**src/rtl/alu_share_ctrl.sv**
```systemverilog
// Two-requester front end for one shared n-bit ALU: round-robin grant,
// opcode decode, single in-flight operation and a held response.
module alu_share_ctrl #(
  parameter int n = 32
) (
  input  logic         clk,
  input  logic         rst_n,
  input  logic         req0_valid,
  output logic         req0_ready,
  input  logic [2:0]   req0_op,
  input  logic [n-1:0] req0_a,
  input  logic [n-1:0] req0_b,
  input  logic         req1_valid,
  output logic         req1_ready,
  input  logic [2:0]   req1_op,
  input  logic [n-1:0] req1_a,
  input  logic [n-1:0] req1_b,
  output logic [n-1:0] alu_a,
  output logic [n-1:0] alu_b,
  output logic         alu_ainv,
  output logic         alu_binv,
  output logic         alu_cin,
  output logic [1:0]   alu_select,
  input  logic [n-1:0] alu_result,
  input  logic         alu_cout,
  output logic         rsp_valid,
  input  logic         rsp_ready,
  output logic         rsp_id,
  output logic [n-1:0] rsp_result,
  output logic         rsp_cout,
  output logic         rsp_err
);

  // state | meaning
  // IDLE  | no operation held; may grant one requester this cycle
  // EXEC  | captured operands on the ALU; result sampled at end of cycle
  // RESP  | response presented until rsp_ready
  typedef enum logic [1:0] {
    IDLE = 2'd0,
    EXEC = 2'd1,
    RESP = 2'd2
  } state_t;

  state_t       state_q, state_d;
  logic         last_q;
  logic [2:0]   op_q;
  logic [n-1:0] a_q, b_q;
  logic         id_q;
  logic [n-1:0] res_q;
  logic         cout_q;
  logic         err_q;

  logic         grant;
  logic         gnt_id;
  logic [5:0]   ctrl;

  // {illegal, ainv, binv, cin, select}; illegal codes drive the AND setting
  function automatic logic [5:0] decode(input logic [2:0] op);
    logic [5:0] d;
    d = 6'b000000;
    case (op)
      3'b000:  d = 6'b000000;
      3'b001:  d = 6'b000001;
      3'b010:  d = 6'b000010;
      3'b011:  d = 6'b001110;
      3'b100:  d = 6'b001111;
      3'b101:  d = 6'b011000;
      default: d = 6'b100000;
    endcase
    return d;
  endfunction

  always_comb begin
    state_d = state_q;
    grant   = 1'b0;
    gnt_id  = 1'b0;
    case (state_q)
      IDLE: begin
        if (rst_n && (req0_valid || req1_valid)) begin
          grant   = 1'b1;
          gnt_id  = (req0_valid && req1_valid) ? ~last_q : req1_valid;
          state_d = EXEC;
        end
      end
      EXEC: state_d = RESP;
      RESP: begin
        if (rsp_ready) state_d = IDLE;
      end
      default: state_d = IDLE;
    endcase
  end

  assign req0_ready = grant & ~gnt_id;
  assign req1_ready = grant &  gnt_id;

  always_ff @(posedge clk or negedge rst_n) begin
    if (!rst_n) begin
      state_q <= IDLE;
      last_q  <= 1'b1;
      op_q    <= 3'b000;
      a_q     <= '0;
      b_q     <= '0;
      id_q    <= 1'b0;
      res_q   <= '0;
      cout_q  <= 1'b0;
      err_q   <= 1'b0;
    end else begin
      state_q <= state_d;
      if (grant) begin
        last_q <= gnt_id;
        id_q   <= gnt_id;
        op_q   <= gnt_id ? req1_op : req0_op;
        a_q    <= gnt_id ? req1_a  : req0_a;
        b_q    <= gnt_id ? req1_b  : req0_b;
      end
      if (state_q == EXEC) begin
        err_q  <= ctrl[5];
        res_q  <= ctrl[5] ? '0 : alu_result;
        cout_q <= ctrl[5] ? 1'b0 : alu_cout;
      end
    end
  end

  // ALU port is quiet while idle so the shared unit sees no stray activity
  always_comb begin
    ctrl       = decode(op_q);
    alu_a      = '0;
    alu_b      = '0;
    alu_ainv   = 1'b0;
    alu_binv   = 1'b0;
    alu_cin    = 1'b0;
    alu_select = 2'b00;
    if (state_q != IDLE) begin
      alu_a      = a_q;
      alu_b      = b_q;
      alu_ainv   = ctrl[4];
      alu_binv   = ctrl[3];
      alu_cin    = ctrl[2];
      alu_select = ctrl[1:0];
    end
  end

  assign rsp_valid  = (state_q == RESP);
  assign rsp_id     = rsp_valid & id_q;
  assign rsp_result = rsp_valid ? res_q : '0;
  assign rsp_cout   = rsp_valid & cout_q;
  assign rsp_err    = rsp_valid & err_q;

endmodule

```
**config.mk**
```make
export PLATFORM = sky130hd
export DESIGN_NAME = alu_share_ctrl
export DESIGN_NICKNAME = d
export VERILOG_FILES = /design/src/rtl/alu_share_ctrl.sv
export SDC_FILE = /design/constraint.sdc
export NUM_CORES = 1
export LEC_CHECK = 0
export CAP_MARGIN = 20
export CORE_MARGIN = 10
export CORE_UTILIZATION = 40
export CTS_CLUSTER_SIZE = 8
export DETAILED_ROUTE_END_ITERATION = 8
export MAX_ROUTING_LAYER = met4
export PLACE_DENSITY_LB_ADDON = 0.3
export SKIP_LAST_GASP = 1
export SLEW_MARGIN = 20
export SYNTH_ARGS = -nofsm -noshare
export SYNTH_HDL_FRONTEND = slang
export SYNTH_SLANG_ARGS = --single-unit
```
**constraint.sdc**
```tcl
create_clock -name clk -period 2.2 [get_ports clk]
set_input_delay 0.44 -clock clk [delete_from_list [all_inputs] [get_ports clk]]
set_output_delay 0.44 -clock clk [all_outputs]
set_load 0.01 [all_outputs]
```
==> flow_metrics.py, run 1 <==
metrics = {
    "worst_setup_path": {
        "crit_arrival_ns": 1.76,
        "r2r_start": "state_q[0]",
        "r2r_slack_ns": 0.23,
        "critPathKind": "reg -> out",
        "r2r_cells": 6,
        "required_ns": 1.76,
        "path_max_fanout": 39,
        "timing.rr.end": "b_q[1]",
        "end_kind": "primary output",
        "start_kind": "register",
    },
    "clocking": {
        "clock-sinks": 105,
        "cts_root_buffer": "clkbuf_16",
        "clk_pin_slew_ns": 0.07,
        "h-tree-depth": 3,
        "insertion_delay_ns": 0.34,
        "cts_made_buffers": 9,
        "clock_path_buffers": 2,
        "cts_tree": "done",
    },
    "route": {
        "vias_per_cell": 5.37,
        "drc": 0,
        "routed_wl_um": 20200,
        "postRouteAntennaNets": 0,
        "vias": 5201,
        "firstDrtPassIters": 5,
        "wl_per_cell_um": 20.9,
        "first_iter_violations": 324,
    },
    "sta": {
        "fin_tns_setup_ns": -0.0102,
        "setup_viol": 4,
        "fin_skew_ns": 0.00743,
        "clock.fmax_mhz": 454,
        "maxSlewHeadroom_pct": 51.1,
        "tightest_slew_ns": 0.733,
        "drv_slew": 0,
        "hold_viol": 0,
        "rsz0062_at_grt": "true",
        "period_needed_ns": 2.20,
        "period_share_pct": 100,
        "setup_ws_ns": -0.00464,
    },
    "floorplanning": {
        "dieArea_um2": 18600,
        "rows": 42,
        "io_pins": 279,
        "die_w_um": 136,
        "start_util_pct": 40.8,
        "core_area_um2": 13200,
        "dieHeight_um": 136,
    },
    "finish": {
        "num_antenna_cells": 0,
        "syn_to_final_growth_pct": 64.0,
        "fillCellCount": 1043,
        "multi_input_area_um2": 2510,
        "drive_above_1_share_pct": 11.7,
        "fin_area_um2": 8870,
        "nNetsFinal": 960,
        "fin_cells": 969,
        "regArea_um2": 2630,
    },
    "placed_design": {
        "io_buffers": 278,
        "dp_cells": 944,
        "place_congestion": 0.816,
        "hpwl_um": 14500,
        "placed_area_um2": 8390,
    },
    "yosys": {
        "netlist_instances": 524,
        "syn_area_um2": 5410,
        "synth-edff-count": 0,
        "ys_top_cells_by_area": "dfrtp_1 (48%), a221o_1 (12%), nor2b_1 (7.5%)",
        "synth_commonest_cells": "dfrtp_1 (104), nand2_1 (68), a221o_1 (67), nor2b_1 (65), nor3_1 (38)",
        "synth_top_area_share_pct": 48.1,
        "synth_top_flop_cell": "dfrtp_1",
        "yosys.area.top_type": "dfrtp_1",
        "syn_area_per_cell_um2": 10.3,
        "synthArstFlopShare_pct": 100,
        "yosys_warnings": 0,
        "yosysMostFrequentCell": "dfrtp_1",
        "ys_seq_elements": 105,
        "synth_seq_area_share_pct": 48.6,
        "synth_cell_type_count": 30,
        "syn_nets": 696,
    },
    "global_route": {
        "track_usage_pct": 21.4,
        "grt_pass1_wl_um": 30600,
        "antenna_found_initial": 0,
        "grt_pass1_vias": 5494,
        "overflow": 0,
        "grt_max_degree": 80,
    },
    "flow_run": {
        "max_cap_violations": 0,
    },
    "status": {
        "violations": "setup timing",
        "status": "complete, but fails checks",
    },
    "power": {
        "peakVddDrop_mv": 0.582,
        "power.density_nw_per_um2": 1020,
        "p_leak_nw": 4.31,
    },
    "worst_hold_path": {
        "hold_path.class": "in -> async",
    },
}
[area by class of cell]
cell class              instances  area share [%]
clock buffers                  14            3.20
clock inverters                 2           0.113
inverters                       4           0.169
multi-input cells             359            28.3
flip-flops and latches        105            29.7
well taps                     176            2.48
repair buffers                309            36.0
[layer usage]
layer	track usage (%)	share of wire (%)	routed length [um]	vias to the layer above
li1	-	-	-	2409
met1	25.2	42	8580	2521
met2	34.0	48	9650	230
met3	5.87	6.8	1380	41
met4	8.64	3.0	614	0
met5	-	0	0	-
[through the flow]
step / total power [mW] / hold WS (ns) / worst slack, ns / util, %
after floorplan: 5.38 / 0.144 / 0.415 / -
after global placement: 7.37 / 0.477 / 0.0483 / 63.3
after detailed placement: 7.48 / 0.480 / 0.0145 / 63.3
after CTS: 9.11 / 0.108 / -0.0834 / 65.9
after global routing: 9.60 / 0.127 / -0.0890 / 67.0
final: 9.07 / 0.112 / -0.00464 / 67.0
[cell usage in the layout, fill, tap and decap left out, types with 2 or more instances in the layout]
| cell | instances |
|---|---|
| buf_12 | 8 |
| nand2_1 | 68 |
| clkinv_2 | 2 |
| dfrtp_1 | 101 |
| a21oi_1 | 4 |
| and2_1 | 34 |
| a22o_1 | 33 |
| buf_4 | 20 |
| nor3_1 | 38 |
| o21a_1 | 2 |
| dlymetal6s2s_1 | 35 |
| clkbuf_8 | 4 |
| clkdlybuf4s50_1 | 210 |
| dfrtp_2 | 3 |
| inv_1 | 4 |
| clkbuf_16 | 10 |
| dlygate4sd2_1 | 29 |
| a221o_1 | 67 |
| nor2b_1 | 64 |
| nor3_2 | 30 |
| clkbuf_2 | 2 |
| nand2b_1 | 4 |
| buf_6 | 2 |
[report_power, final]
part	switching (mW)	internal, mW
combinational	1.78	2.37
clock	0.691	0.890
sequential	0.516	2.82
total	2.99	6.08
[worst max-delay path by stage]
stage,from,slack (ns),endpoint
2_1_floorplan,state_q[1],0.41,alu_ainv
3_3_place_gp,req1_valid,0.05,req1_ready
3_5_place_dp,req1_valid,0.01,a_q[5]
4_1_cts,state_q[0],-0.08,rsp_result[1]
6_report,state_q[0],-0.005,alu_b[27]
5_1_grt,state_q[0],-0.09,alu_b[27]
[registers in the layout, summed over array words and instances (netlist names)]
| name | flops |
|---|---|
| a_q | 32 |
| b_q | 32 |
| cout_q | 1 |
| err_q | 1 |
| id_q | 1 |
| last_q | 1 |
| op_q | 3 |
| res_q | 32 |
| state_q | 2 |
[critical path, stage by stage (launching register included)]
cell and delay (ns):
dfrtp_2 0.45, nor2_4 0.14, buf_12 0.22, nor2b_1 0.08, clkdlybuf4s50_1 0.50
[cell families after synthesis]
group / Yosys count / share of synthesized area (%)
compound gates: 109 / 18.7
xor+xnor: 1 / 0.162
buf+inv: 60 / 5.48
flops: 105 / 48.6
simple gates: 249 / 27.0
[timing repair]
action	4_1_cts	5_1_grt
resized for setup	39	40
hold buffers	0	0
cloned	1	1
pin swaps	0	0
setup buffers	3	4
setup endpoints to repair	105	142
Note: power is estimated with default switching activity, not from simulation.
==> run 2, diff against run 1 <==
SETUP_SLACK_MARGIN = 0.1   (was not set)
==> run 2 against run 1 <==
Net effect:
- the flow still finishes with violations (setup timing)
- setup slack got worse by 0.035 ns
- via count rose by 0.88%
- sequential share of layout area barely moved
- clock skew rose by 0.0023 ns
- routed wire length rose by 1.2%
- largest cell class unchanged
==> flow_metrics.py, run 2 (synthesis results as in run 1) <==
metrics = {
    "status": {
        "status": "complete, but fails checks",
        "violations": "setup timing",
    },
    "sta": {
        "setup_viol": 36,
        "period_share_pct": 102,
        "fin_skew_ns": 0.00976,
        "hold_viol": 0,
        "setup_ws_ns": -0.0399,
        "tightest_slew_ns": 0.740,
        "maxSlewHeadroom_pct": 50.7,
        "holdWs_ns": 0.113,
        "period_needed_ns": 2.24,
        "clock.fmax_mhz": 446,
        "drv_slew": 0,
        "fin_tns_setup_ns": -0.721,
        "rsz0062_at_grt": "true",
    },
    "placed_design": {
        "hpwl_um": 14500,
        "place_congestion": 0.816,
        "io_buffers": 278,
        "dp_cells": 944,
    },
    "global_route": {
        "grt_pass1_vias": 5490,
        "grt_max_degree": 80,
        "track_usage_pct": 21.4,
        "grt_pass1_wl_um": 30600,
        "antenna_found_initial": 0,
        "overflow": 0,
    },
    "clocking": {
        "clk_pin_slew_ns": 0.07,
        "clock_path_buffers": 2,
        "clock-sinks": 105,
        "insertion_delay_ns": 0.34,
        "cts_tree": "done",
        "hold_buffers": 0,
        "h-tree-depth": 3,
        "cts_root_buffer": "clkbuf_16",
        "cts_made_buffers": 9,
    },
    "finish": {
        "fin_cells": 970,
        "top_regs": "a_q: 32 flops, b_q: 32 flops, res_q: 32 flops",
        "fillCellCount": 1055,
        "final_cell_mix": "clkdlybuf4s50_1 (208), dfrtp_1 (101), nand2_1 (68)",
        "nNetsFinal": 961,
        "syn_to_final_growth_pct": 64.2,
        "num_antenna_cells": 0,
        "drive_above_1_share_pct": 11.8,
        "mostFrequentLayoutCell": "clkdlybuf4s50_1",
    },
    "worst_hold_path": {
        "hold_path.class": "in -> async",
    },
    "route": {
        "first_iter_violations": 334,
        "wl_per_cell_um": 21.1,
        "firstDrtPassIters": 5,
        "vias_per_cell": 5.41,
        "vias": 5247,
        "drc": 0,
        "routed_wl_um": 20500,
        "postRouteAntennaNets": 0,
    },
    "floorplanning": {
        "dieHeight_um": 136,
        "start_util_pct": 40.8,
        "core_area_um2": 13200,
        "io_pins": 279,
        "rows": 42,
        "dieArea_um2": 18600,
        "die_w_um": 136,
    },
    "power": {
        "power.total_mw": 9.09,
        "p_leak_nw": 4.27,
        "power.density_nw_per_um2": 1020,
        "peakVddDrop_mv": 0.582,
    },
    "flow_run": {
        "max_cap_violations": 0,
    },
    "worst_setup_path": {
        "crit_arrival_ns": 1.80,
        "start_kind": "register",
        "end_kind": "primary output",
        "critPathKind": "reg -> out",
        "required_ns": 1.76,
        "path_max_fanout": 19,
    },
}
[run 2: where the power goes]
part | internal [mW] | switching (mW) | total (mW)
logic | 2.38 | 1.80 | 4.18
registers | 2.82 | 0.512 | 3.33
clock network | 0.889 | 0.685 | 1.57
[run 2: area by class of cell]
class	count	area (um^2)	share of cell area (%)
multi-input cells	359	2520	28.3
flip-flops and latches	105	2630	29.7
clock buffers	14	284	3.20
repair buffers	310	3200	36.0
clock inverters	2	10.0	0.113
inverters	4	15.0	0.169
well taps	176	220	2.48
[run 2: layer usage]
layer	vias up	routed length, um	GRT usage, %
met5	-	0	-
met4	0	548	8.64
met3	37	1460	5.90
met2	239	9830	34.0
met1	2560	8630	25.2
li1	2411	-	-
[run 2: metrics by stage]
stage	util [%]	cell area [um^2]	setup WS [ns]
after CTS	65.8	8720	-0.0828
after floorplan	-	5410	0.415
after global routing	67.0	8880	-0.0945
after global placement	63.3	8390	0.0483
after detailed placement	63.3	8390	0.0145
final	67.0	8880	-0.0399
[run 2: repair_timing]
item / 4_1_cts / 5_1_grt
gates cloned: 1 / 2
buffers inserted: 3 / 4
endpoints found under the setup margin: 107 / 139
gates resized for setup: 46 / 39
[run 2: critical path, stage by stage (launching register included)]
cell	delay, ns
dfrtp_2	0.45
nor2_4	0.21
clkbuf_16	0.24
nor2b_1	0.06
clkdlybuf4s50_1	0.50
[run 2: path summary, 6_finish.rpt]
check / from / cells past startpoint / to / slack, ns
min in group clk: res_q[0] / 1 / res_q[0] / 0.50
worst max-delay path: state_q[0] / 4 / alu_b[15] / -0.04
worst min-delay path: rst_n / 2 / b_q[20] / 0.11
max in group asynchronous: rst_n / 3 / state_q[0] / 0.99
worst max register to register: state_q[0] / 6 / b_q[1] / 0.29
worst min register to register: res_q[0] / 1 / res_q[0] / 0.50
